## config.mk

```make
export PLATFORM = sky130hd
export DESIGN_NAME = sq_commit_scheduler
export DESIGN_NICKNAME = d
export VERILOG_FILES = /design/src/rtl/sq_commit_scheduler.sv
export SDC_FILE = /design/constraint.sdc
export NUM_CORES = 1
export LEC_CHECK = 0
export ABC_AREA = 1
export CORE_MARGIN = 1
export CORE_UTILIZATION = 45
export DETAILED_ROUTE_END_ITERATION = 10
export GPL_TIMING_DRIVEN = 0
export PLACE_DENSITY = 0.85
export SETUP_SLACK_MARGIN = 0.5
export SLEW_MARGIN = 20
export SYNTH_ARGS = -nofsm -noshare
export SYNTH_HDL_FRONTEND = slang
export SYNTH_SLANG_ARGS = --single-unit
```

## constraint.sdc

```tcl
create_clock -name clock -period 2.1 [get_ports clock]
set_input_delay 0.21 -clock clock [delete_from_list [all_inputs] [get_ports clock]]
set_output_delay 0.21 -clock clock [all_outputs]
set_load 0.005 [all_outputs]
```

## src/rtl/sq_commit_scheduler.sv

```systemverilog
// Store-queue pointer/drain controller: tracks alloc (tail), ROB commit (cptr) and drain (head).
// Latency: one store presented per cycle from head; free pulse appears the cycle after the D-cache accepts.
// Backpressure: request held stable until st_req_ready; a miss parks in MISS_WAIT until refill_done.
//
// Ports:
//   clock, reset          rising-edge clock, asynchronous active-low reset
//   alloc_en/alloc_idx    dispatch allocation at tail; alloc_idx is the slot granted
//   retire_en             ROB commits the oldest uncommitted store
//   squash                drop all uncommitted entries (committed ones survive)
//   drain_hold            blocks new drain requests, not an outstanding one
//   st_req_*              D-cache store port (valid/ready, st_hit qualifies ready)
//   refill_done           miss for the pending store resolved
//   head_idx/tail_idx     circular pointers for the forwarding selector
//   sq_full/sq_empty      occupancy flags from the entry count
//   free_valid/free_idx   registered one-cycle release of a drained entry

`ifndef SQ_SIZE
`define SQ_SIZE 8
`endif

module sq_commit_scheduler #(
   parameter int N  = `SQ_SIZE,
   parameter int IW = $clog2(N)
) (
   input  logic          clock,
   input  logic          reset,
   input  logic          alloc_en,
   input  logic          retire_en,
   input  logic          squash,
   input  logic          drain_hold,
   input  logic          st_req_ready,
   input  logic          st_hit,
   input  logic          refill_done,
   output logic [IW-1:0] alloc_idx,
   output logic          sq_full,
   output logic          sq_empty,
   output logic [IW-1:0] head_idx,
   output logic [IW-1:0] tail_idx,
   output logic          st_req_valid,
   output logic [IW-1:0] st_req_idx,
   output logic          free_valid,
   output logic [IW-1:0] free_idx
);

   typedef enum logic [1:0] {
      IDLE      = 2'd0,
      REQ       = 2'd1,
      MISS_WAIT = 2'd2
   } state_t;

   localparam logic [IW:0] FULL_CNT = (IW+1)'(N);
   localparam logic [IW:0] ONE_CNT  = (IW+1)'(1);

   state_t        state;
   logic [IW-1:0] head;
   logic [IW-1:0] tail;
   logic [IW-1:0] cptr;
   logic [IW:0]   count;   // allocated entries, 0..N
   logic [IW:0]   ccnt;    // committed-but-not-drained entries, always <= count

   logic          do_alloc;
   logic          do_retire;
   logic          do_free;
   logic [IW-1:0] cptr_nxt;
   logic [IW:0]   ccnt_nxt;

   // Full/empty come from the count so head==tail is never ambiguous.
   assign sq_full      = (count == FULL_CNT);
   assign sq_empty     = (count == '0);
   assign head_idx     = head;
   assign tail_idx     = tail;
   assign alloc_idx    = tail;
   assign st_req_valid = (state == REQ);
   assign st_req_idx   = head;

   // Full is judged on registered state, so a free in the same cycle cannot make room.
   assign do_alloc  = alloc_en & ~sq_full & ~squash;
   assign do_retire = retire_en & (ccnt < count);
   assign do_free   = (state == REQ) & st_req_ready & st_hit;

   assign cptr_nxt = cptr + IW'(do_retire);
   assign ccnt_nxt = ccnt + (IW+1)'(do_retire) - (IW+1)'(do_free);

   always_ff @(posedge clock or negedge reset) begin
      if (!reset) begin
         state      <= IDLE;
         head       <= '0;
         tail       <= '0;
         cptr       <= '0;
         count      <= '0;
         ccnt       <= '0;
         free_valid <= 1'b0;
         free_idx   <= '0;
      end else begin
         head <= head + IW'(do_free);
         cptr <= cptr_nxt;
         ccnt <= ccnt_nxt;

         // Squash rewinds tail to the post-retire commit pointer; everything
         // committed (including a store in flight) stays queued.
         if (squash) begin
            tail  <= cptr_nxt;
            count <= ccnt_nxt;
         end else begin
            tail  <= tail + IW'(do_alloc);
            count <= count + (IW+1)'(do_alloc) - (IW+1)'(do_free);
         end

         free_valid <= do_free;
         if (do_free) begin
            free_idx <= head;
         end

         unique case (state)
            IDLE: begin
               if ((ccnt != '0) && !drain_hold) begin
                  state <= REQ;
               end
            end
            REQ: begin
               if (st_req_ready) begin
                  if (st_hit) begin
                     // Stay in REQ when another committed store remains, giving
                     // one store per cycle back-to-back.
                     if ((ccnt > ONE_CNT) && !drain_hold) begin
                        state <= REQ;
                     end else begin
                        state <= IDLE;
                     end
                  end else begin
                     state <= MISS_WAIT;
                  end
               end
            end
            MISS_WAIT: begin
               // Head is untouched while waiting, so the same entry is reissued.
               if (refill_done) begin
                  state <= REQ;
               end
            end
            default: state <= IDLE;
         endcase
      end
   end

endmodule

```

-- After elaboration in Yosys (flattened, before gate mapping)
Cells that the tools add are included.
Widths: inputs -> output; s select.
- $lt $le $gt $ge: 2
- bitwise operators: 7
- $add $sub $neg: 7
- mux-type cells: 8
- reduce and logical (&&, ||, !) cells: 7
- equality and inequality tests: 6
- operators by type and width (kind ; number):
    $add 3x1->3 ; 3
    $add 4x1->4 ; 2
    $mux 2 ; 4
    $sub 4x1->4 ; 2
    $ne 2x2->1 const B ; 3
    $pmux 2 s3 ; 1
    $and 1x1->1 ; 5
    $eq 4x4->1 const B ; 1
    $gt 4x1->1 const B ; 1
    $logic_not 4->1 ; 1
    $lt 4x4->1 ; 1
    $mux 4 ; 1
    $reduce_bool 4->1 ; 1
    $mux 3 ; 1
    $reduce_and 3->1 ; 1
    $eq 2x1->1 const B ; 1
    $eq 2x2->1 const B ; 1
    $logic_and 1x1->1 ; 2
    $logic_not 2->1 ; 1
    $not 1->1 ; 2
    $logic_not 1->1 ; 1
    $mux 1 ; 1
- output and inout bits: 19
- register bits: 23
- word-level logic and storage cells: 45
- input port bits: 9

-- Depth between registers and ports, before layout
Gate-level depths: netlist of run 1.
- depth after elaboration: 7
- mapped depth: 14
- mapped depth without buffers: 14

-- Worst setup path before layout of run 1
OpenSTA, ideal clock, no wires.
- path kind: reg-to-reg
- start point: register count[1]
- end point: register count[2]
- setup time: 0.128 ns
- stages on the path, launching flop included: 15
- required time: 1.972 ns
- arrival time: 2.114 ns
- clock period less this slack: 2.242 ns
- path buffers: 0
- path slack: -0.142 ns
- cells stage by stage: dfrtp_1 -> inv_1 -> ha_1 -> o21ai_1 -> nand2_1 -> nand2_1 -> nand3_1 -> ha_1 -> inv_1 -> ha_1 -> inv_1 -> fa_1 -> xnor2_1 -> nand2_1 -> o21ai_0
- elaborated cells on any way between the ends: 11
- classes of those cells: add/sub: 4; order compare: 1; eq/ne: 1; mux: 1; bitwise: 4
- RTL lines (element ; RTL line ; RTL):
    start, declared ; 58 ; logic [IW:0] count;
    start signal, assigned ; 103 ; count <= ccnt_nxt;
    start signal, assigned ; 106 ; count <= count + (IW+1)'(do_alloc) - (IW+1)'(do_free);
    $lt 4x4->1 ; 78 ; assign do_retire = retire_en & (ccnt < count);
    $and 1x1->1 ; 78 ;
    $add 4x1->4 ; 82 ; assign ccnt_nxt = ccnt + (IW+1)'(do_retire) - (IW+1)'(do_free);
    $sub 4x1->4 ; 82 ;
    net ccnt_nxt[2] ; 65 ; logic [IW:0] ccnt_nxt;
    $mux 4 ; 101 ; if (squash) begin
The timed path passes the listed nets, and every way through them passes these cells.
A chain may end at the register's enable or synchronous reset.

-- Worst setup path in the final report of run 1
- start point: register count[1]
- end point: register count[1]
The elaborated chain is that of the path after synthesis.

==> tab_implementation.tex, run 1 <==
\begin{tabular}{lr}
\hline
Metric & Value \\
\hline
\multicolumn{2}{l}{\textbf{Logic synthesis}} \\
\quad Number of cells produced by synthesis & 149 \\
\quad Top area cells in the synthesized netlist & sky130\_fd\_sc\_hd\_\_dfrtp\_1 42\%, sky130\_fd\_sc\_hd\_\_ha\_1 18\%, sky130\_fd\_sc\_hd\_\_nand2\_1 10\%, sky130\_fd\_sc\_hd\_\_inv\_1 6.6\%, sky130\_fd\_sc\_hd\_\_nand3\_1 3.7\% \\
\quad Post-synth design cell area & between 1000 and 1500 um2 \\
\quad Distinct cell type count of the synthesized netlist & 22 \\
\quad Number of synthesis warnings & 0 \\
\quad Top-area cell type share of the netlist area & 0.420 \\
\quad Multiplexer fraction of the synthesized cell area & 0 \\
\quad Post-synthesis cell type with the largest combined area & sky130\_fd\_sc\_hd\_\_dfrtp\_1 \\
\quad Fraction of the mapped netlist area in compound gates & 0.0292 \\
\quad Net Count, Synth & 180 \\
\quad Flip-flop and latch count after synthesis & 23 \\
\quad Main combinational cell family by area after synthesis & adder cells \\
\quad Post-Synth XOR/XNOR Area & 0.0320 \\
\quad Average cell area after synthesis & slightly above 9 um2 \\
\quad Adder-Cell Fraction of Synth Area & 0.212 \\
\quad Share of the yosys chip area belonging to registers & 0.420 \\
\quad Simple-gate area share of the yosys netlist & 0.195 \\
\multicolumn{2}{l}{\textbf{Timing}} \\
\quad Tcrit/Tclk final & 1.14 \\
\quad Achievable Freq & 417 MHz \\
\quad Minimum period implied by the final worst setup slack & 2.40 ns \\
\quad Worst-Margin Slew & about 0.53 ns \\
\quad Max-slew headroom at the worst pin & 0.650 \\
\quad Worst Slack Setup Final & -0.298 ns \\
\quad Smallest hold slack & approximately 0.38 ns \\
\quad Max-slew violation total from the final report & 0 \\
\quad Hold Fails Final Rpt & 0 \\
\quad RSZ-0062 raised after global routing & yes \\
\quad Clock Skews & approximately 0.015 ns \\
\quad Final count of negative-setup-slack endpoints & 9 \\
\multicolumn{2}{l}{\textbf{Worst setup path}} \\
\quad Setup slack on the worst flop-to-flop path & -0.30 ns \\
\quad Launch point of the critical path & count[1] \\
\quad Highest fanout seen on the critical path & 2 \\
\quad Required @ worst endpoint & around 2.3 ns \\
\quad Worst Path Class, Setup & flop to flop \\
\quad Launch point of the worst reg-to-reg path & count[1] \\
\quad Startpoint Class & flop \\
\quad Critical Path Sink Type & flop \\
\quad Worst endpoint data arrival time & around 2.6 ns \\
\quad Worst Reg2Reg Path Length in Cells & 14 \\
\quad Endpoint of the worst register-to-register path & count[1] \\
\multicolumn{2}{l}{\textbf{Pwr}} \\
\quad Peak ir drop on the vdd network & roughly 1.1 mV \\
\quad Leakage power & 1.05 nW \\
\quad Pwr Density & around 1800 nW/um2 \\
\multicolumn{2}{l}{\textbf{Placed design}} \\
\quad HPWL after detailed placement & 2160 um \\
\quad Final weighted congestion of routability-driven global placement & about 0.77 \\
\quad Count of port buffers added during placement & 27 \\
\quad Placed insts & 207 \\
\multicolumn{2}{l}{\textbf{Global route}} \\
\quad Global routing usage on met1 & 0.255 \\
\quad Number of global-route vias before repair & approximately 1200 \\
\quad Busiest layer in global routing & met2 \\
\quad Pin count of the biggest net entering global routing & 24 \\
\quad Antenna violations before repair & 0 \\
\quad Met2 Use GR & 0.425 \\
\quad Met3 Usage GRT & 0.0385 \\
\quad Total routing resource utilization after global routing & 0.228 \\
\quad Wire length of the first global-routing pass & 5580 um \\
\quad Total gr overflow & 0 \\
\multicolumn{2}{l}{\textbf{Die}} \\
\quad Area of the die & between 3000 and 4000 um2 \\
\quad Die extent in x & approximately 57 um \\
\quad Initial Utilization & 0.484 \\
\quad Num rows & 19 \\
\quad Number of top-level design ports & 28 \\
\quad Floorplan core area & about 2800 um2 \\
\quad Vertical extent of the die & 57.2 um \\
\multicolumn{2}{l}{\textbf{Cells and area}} \\
\quad Post-route core utilization & 0.742 \\
\quad Fraction of final layout cells with drive strength greater than 1 & 0.396 \\
\quad Most frequent cells in the layout & 34 x sky130\_fd\_sc\_hd\_\_nand2\_1, 22 x sky130\_fd\_sc\_hd\_\_buf\_4, 21 x sky130\_fd\_sc\_hd\_\_clkdlybuf4s50\_1 \\
\quad Number of nets in the layout & 234 \\
\quad Fillers & about 160 \\
\quad Final Non-Filler Cells & $\sim$230 \\
\quad Commonest non-fill, non-tap cell in the layout & sky130\_fd\_sc\_hd\_\_nand2\_1 \\
\quad Number of antenna repair diodes & 0 \\
\quad Layout overhead on the synthesized area & 53.2\% \\
\multicolumn{2}{l}{\textbf{Routing}} \\
\quad Total DRC errors in the routed layout & 2 \\
\quad Post-detailed-routing wire length & approximately 3800 um \\
\quad Average via count per standard cell & 5.18 \\
\quad Wire length per cell after detailed routing & between 15 and 20 um \\
\quad Count of vias placed by the detailed router & about 1200 \\
\quad Post-route antenna net violation count & 0 \\
\quad DRC violation total after the first TritonRoute iteration & 45 \\
\quad Drt first pass iters & 8 \\
\multicolumn{2}{l}{\textbf{Outcome}} \\
\quad Result of the run & finished, violations left \\
\quad Violated checks & DRC, setup timing \\
\multicolumn{2}{l}{\textbf{Hold path}} \\
\quad Worst min path class & input port to async pin \\
\multicolumn{2}{l}{\textbf{Clock tree}} \\
\quad Clock slew at reported path FFs & around 0.14 ns \\
\quad TritonCTS clock tree & done \\
\quad Number of buffers added by the clock tree synthesis step & 3 \\
\quad Number of sinks driven by the clock tree & 23 \\
\quad Root buffer cell & sky130\_fd\_sc\_hd\_\_clkbuf\_4 \\
\quad Clock latency at the later pin of the worst-skew pair & between 0.3 and 0.4 ns \\
\quad CTS H-tree depth & 1 \\
\quad Buffers from clock root to sink, at most & 2 \\
\multicolumn{2}{l}{\textbf{Run}} \\
\quad Max-cap check violation count & 0 \\
\hline
\end{tabular}
==> layout make-up <==
class | instances | area, um2 | share of cell area
Multi-Input combinational cell | 93 | 847 | 0.404
Inverter | 26 | 110 | 0.0525
Tap cell | 31 | 38.8 | 0.0185
Buffer | 7 | 50.0 | 0.0239
Sequential cell | 23 | 579 | 0.276
Clock inverter | 1 | 5.00 | 0.00239
Timing Repair Buffer | 49 | 445 | 0.212
Clock buffer | 3 | 22.5 | 0.0107
==> routing by layer <==
metal	wire (um)	share of wire
met5	0	0
met4	76	0.020
met3	146	0.038
met2	1940	0.51
met1	1630	0.43
==> sequential cells by signal, summed over array words and instances (netlist names) <==
name / count
alloc_idx: 3
free_idx: 3
state: 2
cptr: 3
free_valid: 1
count: 4
ccnt: 4
head_idx: 3
==> how the worst max path moves through the flow <==
stage	cells after the start	end	slack, ns
finish	14	count[1]	-0.30
global route	14	count[1]	-0.35
CTS	14	count[1]	-0.15
detailed placement	14	count[1]	-0.40
global placement	14	count[2]	-0.23
floorplan	14	count[2]	-0.09
==> timing repair <==
action,CTS,global route
pin swaps,11,8
hold endpoints to repair,0,23
resized for setup,40,19
setup endpoints to repair,17,19
hold buffers,0,1
buffers inserted,14,7
==> worst max-delay path, cell delays in order (launching register included) <==
cell and delay (ns):
sky130_fd_sc_hd__dfrtp_2 0.44, sky130_fd_sc_hd__inv_2 0.08, sky130_fd_sc_hd__ha_4 0.20, sky130_fd_sc_hd__o21ai_2 0.05, sky130_fd_sc_hd__nand2_1 0.07, sky130_fd_sc_hd__nand2_1 0.07, sky130_fd_sc_hd__nand3_2 0.11, sky130_fd_sc_hd__ha_4 0.27
sky130_fd_sc_hd__inv_4 0.06, sky130_fd_sc_hd__ha_4 0.14, sky130_fd_sc_hd__inv_4 0.03, sky130_fd_sc_hd__fa_2 0.56, sky130_fd_sc_hd__inv_2 0.05, sky130_fd_sc_hd__nand2_2 0.08, sky130_fd_sc_hd__o21ai_2 0.07
==> per-stage QoR <==
step	instance area, um2	setup slack, ns	total power [mW]	TNS, ns
after global placement	1730	-0.228	2.47	-0.661
final	2100	-0.298	3.80	-1.73
after CTS	1960	-0.153	3.27	-0.538
after global routing	2100	-0.353	4.09	-2.53
after floorplan	1430	-0.0853	1.94	-0.162
after detailed placement	1730	-0.400	2.60	-1.04
==> Yosys cell counts <==
cell type                  count
sky130_fd_sc_hd__nand2_1      38
sky130_fd_sc_hd__inv_1        24
sky130_fd_sc_hd__dfrtp_1      23
sky130_fd_sc_hd__ha_1         20
sky130_fd_sc_hd__nand3_1      10
sky130_fd_sc_hd__buf_4         6
sky130_fd_sc_hd__a21oi_1       4
sky130_fd_sc_hd__o21ai_0       3
sky130_fd_sc_hd__xor2_1        3
sky130_fd_sc_hd__fa_1          2
sky130_fd_sc_hd__nor2_1        2
sky130_fd_sc_hd__nor3_1        2
sky130_fd_sc_hd__nor3b_1       2
sky130_fd_sc_hd__xnor2_1       2
sky130_fd_sc_hd__and2_1        1
sky130_fd_sc_hd__buf_2         1
sky130_fd_sc_hd__clkinv_4      1
sky130_fd_sc_hd__inv_2         1
sky130_fd_sc_hd__nand3_4       1
sky130_fd_sc_hd__nand3b_1      1
sky130_fd_sc_hd__nor2_4        1
sky130_fd_sc_hd__o21ai_1       1
==> logic make-up (layout without fill, tap and decap cells) <==
family,after synthesis,count (layout)
adder cells (fa/ha/maj),22,22
AND/OR/NAND/NOR,58,58
flip-flops,23,23
AO/OA/AOI/OAI,8,8
XOR/XNOR,5,5
buffers and inverters,33,86
==> report_power, final <==
| group | total, mW | internal (mW) | switching (mW) |
|---|---|---|---|
| Clock | 0.214 | 0.0712 | 0.142 |
| Combinational | 2.69 | 1.45 | 1.23 |
| Sequential | 0.895 | 0.681 | 0.214 |
(Power assumes the default switching activity.)
==> run 2: changes to the inputs <==
--- a/config.mk
+++ b/config.mk
@@ -5,12 +5,12 @@
 export SDC_FILE = /design/constraint.sdc
 export NUM_CORES = 1
 export LEC_CHECK = 0
-export ABC_AREA = 1
+export ABC_AREA = 0
 export CORE_MARGIN = 1
-export CORE_UTILIZATION = 45
+export CORE_UTILIZATION = 23
 export DETAILED_ROUTE_END_ITERATION = 10
 export GPL_TIMING_DRIVEN = 0
-export PLACE_DENSITY = 0.85
+export PLACE_DENSITY = 0.55
 export SETUP_SLACK_MARGIN = 0.5
 export SLEW_MARGIN = 20
 export SYNTH_ARGS = -nofsm -noshare
==> run 2 against run 1 <==
  * The run ends with setup timing left
  * Clock-buffer cell count is the same
  * Sequential power is 1% lower
  * Combinational power decreased by 16%
  * Wire length is 23% lower
  * Highest routed layer unchanged
  * Largest power group unchanged
==> tab_implementation.tex, run 2 <==
\begin{tabular}{lr}
\hline
Metric & Value \\
\hline
\multicolumn{2}{l}{\textbf{Timing}} \\
\quad Max-slew headroom at the worst pin & 0.645 (-0.00499) \\
\quad Max-slew violation total from the final report & 0 (unchanged) \\
\quad Final count of negative-setup-slack endpoints & 10 (+1) \\
\quad Minimum period implied by the final worst setup slack & 2.53 ns (+0.129 ns) \\
\quad Clock Skews & 0.00347 ns (-0.0117 ns) \\
\quad Tcrit/Tclk final & 1.20 (+0.0613) \\
\quad Achievable Freq & 396 MHz (-5.1\%) \\
\quad Setup tns final & -2.42 ns (-0.683 ns) \\
\quad Hold Fails Final Rpt & 0 (unchanged) \\
\quad Worst Slack Setup Final & -0.427 ns (-0.129 ns) \\
\quad RSZ-0062 raised after global routing & yes \\
\quad Worst-Margin Slew & 0.533 ns (+0.00748 ns) \\
\multicolumn{2}{l}{\textbf{Die}} \\
\quad Area of the die & 6040 um2 (+85\%) \\
\quad Die extent in x & 77.7 um (+36\%) \\
\quad Number of top-level design ports & 28 (unchanged) \\
\quad Vertical extent of the die & 77.7 um (+36\%) \\
\quad Initial Utilization & 0.239 (-0.245) \\
\quad Floorplan core area & 5510 um2 (+95\%) \\
\quad Num rows & 27 (+8) \\
\multicolumn{2}{l}{\textbf{Placed design}} \\
\quad Worst setup slack before clock tree synthesis & -0.683 ns (-0.283 ns) \\
\quad HPWL after detailed placement & 2090 um (-3.1\%) \\
\quad Count of port buffers added during placement & 26 (-3.7\%) \\
\quad Final weighted congestion of routability-driven global placement & 0.780 (+0.85\%) \\
\multicolumn{2}{l}{\textbf{Worst setup path}} \\
\quad Cell seen most often among critical-path stages & sky130\_fd\_sc\_hd\_\_ha\_4 \\
\quad Count of buffering cells on the critical path with inverters included & 2 (-2) \\
\quad Worst Path Class, Setup & flop to flop \\
\quad Setup slack on the worst flop-to-flop path & -0.43 ns (-0.13 ns) \\
\quad Critical-path cell with the highest stage delay & sky130\_fd\_sc\_hd\_\_dfrtp\_2 \\
\quad Startpoint Class & flop \\
\quad Dominant delay contributor by cell family on the critical path & compound AO/OA/AOI/OAI gates \\
\quad Highest fanout seen on the critical path & 2 (unchanged) \\
\quad Worst path max stage delay & 0.42 ns (-0.14 ns) \\
\quad Required @ worst endpoint & 2.26 ns (-0.04 ns) \\
\quad Critical Path Sink Type & flop \\
\quad Worst endpoint data arrival time & 2.69 ns (+0.09 ns) \\
\quad Crit path cell chain & inv\_2, ha\_4, a21boi\_2, o21a\_1, o22a\_1, ha\_4, inv\_4, ha\_4, a21o\_1, a21oi\_2, xor2\_2, mux2\_4 \\
\multicolumn{2}{l}{\textbf{Logic synthesis}} \\
\quad Post-synth design cell area & 1320 um2 (-3.7\%) \\
\quad Share of the yosys chip area belonging to registers & 0.436 (+0.0163) \\
\quad Most frequent cells after synthesis & 23 x sky130\_fd\_sc\_hd\_\_dfrtp\_1, 20 x sky130\_fd\_sc\_hd\_\_ha\_1, 18 x sky130\_fd\_sc\_hd\_\_inv\_1, 6 x sky130\_fd\_sc\_hd\_\_buf\_4, 5 x sky130\_fd\_sc\_hd\_\_xor2\_1 \\
\quad Top-area cell type share of the netlist area & 0.436 (+0.0163) \\
\quad Synth async-reset ratio & 1.00 (unchanged) \\
\quad Number of cells produced by synthesis & 111 (-26\%) \\
\quad Top area cells in the synthesized netlist & sky130\_fd\_sc\_hd\_\_dfrtp\_1 44\%, sky130\_fd\_sc\_hd\_\_ha\_1 19\%, sky130\_fd\_sc\_hd\_\_inv\_1 5.1\%, sky130\_fd\_sc\_hd\_\_buf\_4 3.4\%, sky130\_fd\_sc\_hd\_\_mux2\_2 3.4\% \\
\quad Post-synthesis cell type with the largest combined area & sky130\_fd\_sc\_hd\_\_dfrtp\_1 \\
\quad Flip-flop and latch count after synthesis & 23 (unchanged) \\
\quad Number of synthesis warnings & 0 (unchanged) \\
\quad Net Count, Synth & 142 (-21\%) \\
\quad Distinct cell type count of the synthesized netlist & 29 (+32\%) \\
\quad Leading cell type by number of instances after synthesis & sky130\_fd\_sc\_hd\_\_dfrtp\_1 \\
\quad Average cell area after synthesis & 11.9 um2 (+29\%) \\
\quad Main synth FF type & sky130\_fd\_sc\_hd\_\_dfrtp\_1 \\
\quad Number of synthesized flops with an enable pin & 0 (unchanged) \\
\multicolumn{2}{l}{\textbf{Clock tree}} \\
\quad TritonCTS clock tree & done \\
\quad CTS H-tree depth & 1 (unchanged) \\
\quad Root buffer cell & sky130\_fd\_sc\_hd\_\_clkbuf\_8 \\
\quad Clock latency at the later pin of the worst-skew pair & 0.27 ns (-0.05 ns) \\
\quad Number of sinks driven by the clock tree & 23 (unchanged) \\
\quad Buffers from clock root to sink, at most & 2 (unchanged) \\
\quad Number of buffers added by the clock tree synthesis step & 3 (unchanged) \\
\quad Clock slew at reported path FFs & 0.09 ns (-0.05 ns) \\
\multicolumn{2}{l}{\textbf{Cells and area}} \\
\quad Commonest non-fill, non-tap cell in the layout & sky130\_fd\_sc\_hd\_\_dfrtp\_1 \\
\quad Most frequent cells in the layout & 22 x sky130\_fd\_sc\_hd\_\_dfrtp\_1, 21 x sky130\_fd\_sc\_hd\_\_clkdlybuf4s50\_1, 18 x sky130\_fd\_sc\_hd\_\_buf\_4 \\
\quad Number of antenna repair diodes & 0 (unchanged) \\
\quad Biggest regs & ccnt: 4 flops, count: 4 flops \\
\quad Layout overhead on the synthesized area & 58.7\% \\
\quad Number of nets in the layout & 192 (-18\%) \\
\quad Fraction of final layout cells with drive strength greater than 1 & 0.475 (+0.0790) \\
\multicolumn{2}{l}{\textbf{Routing}} \\
\quad Post-route antenna net violation count & 0 (unchanged) \\
\quad Wire length per cell after detailed routing & 12.7 um (-22\%) \\
\quad Drt first pass iters & 4 (-4) \\
\quad DRC violation total after the first TritonRoute iteration & 20 (-56\%) \\
\quad Count of vias placed by the detailed router & 970 (-20\%) \\
\quad Total DRC errors in the routed layout & 0 (-2) \\
\quad Average via count per standard cell & 4.18 (-19\%) \\
\quad Post-detailed-routing wire length & 2940 um (-23\%) \\
\multicolumn{2}{l}{\textbf{Global route}} \\
\quad Antenna violations before repair & 0 (unchanged) \\
\quad Wire length of the first global-routing pass & 4600 um (-18\%) \\
\quad Number of global-route vias before repair & 1004 (-19\%) \\
\quad Total routing resource utilization after global routing & 0.102 (-0.126) \\
\quad Pin count of the biggest net entering global routing & 24 (unchanged) \\
\quad Total gr overflow & 0 (unchanged) \\
\multicolumn{2}{l}{\textbf{Pwr}} \\
\quad Peak ir drop on the vdd network & 0.484 mV (-57\%) \\
\quad Leakage power & 0.951 nW (-9.4\%) \\
\quad Post-layout power & 3.43 mW (-9.6\%) \\
\quad Pwr Density & 1640 nW/um2 (-9.4\%) \\
\multicolumn{2}{l}{\textbf{Run}} \\
\quad Max-cap check violation count & 0 (unchanged) \\
\multicolumn{2}{l}{\textbf{Hold path}} \\
\quad Worst min path class & input port to flop \\
\multicolumn{2}{l}{\textbf{Outcome}} \\
\quad Result of the run & finished, violations left \\
\quad Violated checks & setup timing \\
\hline
\end{tabular}
## run 2: cell count changes in the layout (fill, tap and decap cells not counted), moves of 3 or more
cell                       before  now
sky130_fd_sc_hd__nand2_1       34    2
sky130_fd_sc_hd__inv_1         15    8
sky130_fd_sc_hd__mux2_4         0    6
sky130_fd_sc_hd__nand3_1        6    0
sky130_fd_sc_hd__buf_4         22   18
sky130_fd_sc_hd__a21oi_1        3    0
sky130_fd_sc_hd__clkbuf_4       3    0
sky130_fd_sc_hd__clkbuf_8       0    3
sky130_fd_sc_hd__ha_1          10    7
sky130_fd_sc_hd__nand2_2        4    1
sky130_fd_sc_hd__nand3_4        3    0
## run 2: logic make-up after synthesis
family / Yosys count / synth area share
xor gates and xnor gates: 7 / 0.0465
buffers and inverters: 25 / 0.0892
muxes: 8 / 0.0759
AOI/OAI and AO/OA: 15 / 0.0759
adders and majority gates: 22 / 0.220
DFF: 23 / 0.436
and+or+nand+nor: 11 / 0.0560
## run 2: through the flow
| step | instance area [um2] | cells | hold slack [ns] | util |
|---|---|---|---|---|
| after floorplan | 1380 | 111 | -0.0856 | - |
| after global placement | 1730 | 209 | 0.448 | 0.313 |
| after detailed placement | 1730 | 209 | 0.452 | 0.313 |
| after CTS | 1940 | 225 | 0.289 | 0.352 |
| after global routing | 2090 | 232 | 0.188 | 0.380 |
| final | 2090 | 232 | 0.180 | 0.380 |
## run 2: final cells by class
class | count | area [um2]
Tap cell | 72 | 90.1
Fill cell | 537 | 3410
Sequential cell | 23 | 577
Multi-Input combinational cell | 63 | 832
Timing Repair Buffer | 45 | 422
Clock inverter | 1 | 5.00
Buffer | 7 | 50.0
Clock buffer | 3 | 41.3
Inverter | 18 | 76.3
## run 2: worst paths after layout
check	start	end	cells past startpoint
max	count[1]	count[3]	12
min in group asynchronous	reset	ccnt[0]	2
min	st_hit	state[1]	2
min reg2reg	cptr[2]	cptr[2]	1
max reg2reg	count[1]	count[3]	12
max in group asynchronous	reset	count[1]	2
## run 2: power by group
part | internal, mW | switching [mW]
Combinational | 1.37 | 0.893
Clock | 0.133 | 0.155
Sequential | 0.686 | 0.198
## run 2: per-layer routing
metal  vias to the layer above  GRT usage  share of wire
li1                        462          -              -
met1                       476      0.115           0.41
met2                        26      0.176           0.52
met3                         6     0.0212          0.045
met5                         -          0              0
met4                         0     0.0623          0.025
## run 2: worst register-to-register path, cell delays in order (launching register included)
cell and delay [ns]:
sky130_fd_sc_hd__dfrtp_2 0.42, sky130_fd_sc_hd__inv_2 0.07, sky130_fd_sc_hd__ha_4 0.19, sky130_fd_sc_hd__a21boi_2 0.14, sky130_fd_sc_hd__o21a_1 0.21, sky130_fd_sc_hd__o22a_1 0.22, sky130_fd_sc_hd__ha_4 0.29, sky130_fd_sc_hd__inv_4 0.03
sky130_fd_sc_hd__ha_4 0.15, sky130_fd_sc_hd__a21o_1 0.16, sky130_fd_sc_hd__a21oi_2 0.17, sky130_fd_sc_hd__xor2_2 0.11, sky130_fd_sc_hd__mux2_4 0.27
## run 2: repair_timing
| action | 4_1_cts | 5_1_grt |
|---|---|---|
| hold buffers | 0 | 1 |
| hold endpoints to repair | 0 | 23 |
| setup endpoints to repair | 18 | 18 |
| buffers inserted | 12 | 6 |
| pin swaps | 14 | 10 |
| resized for setup | 30 | 18 |
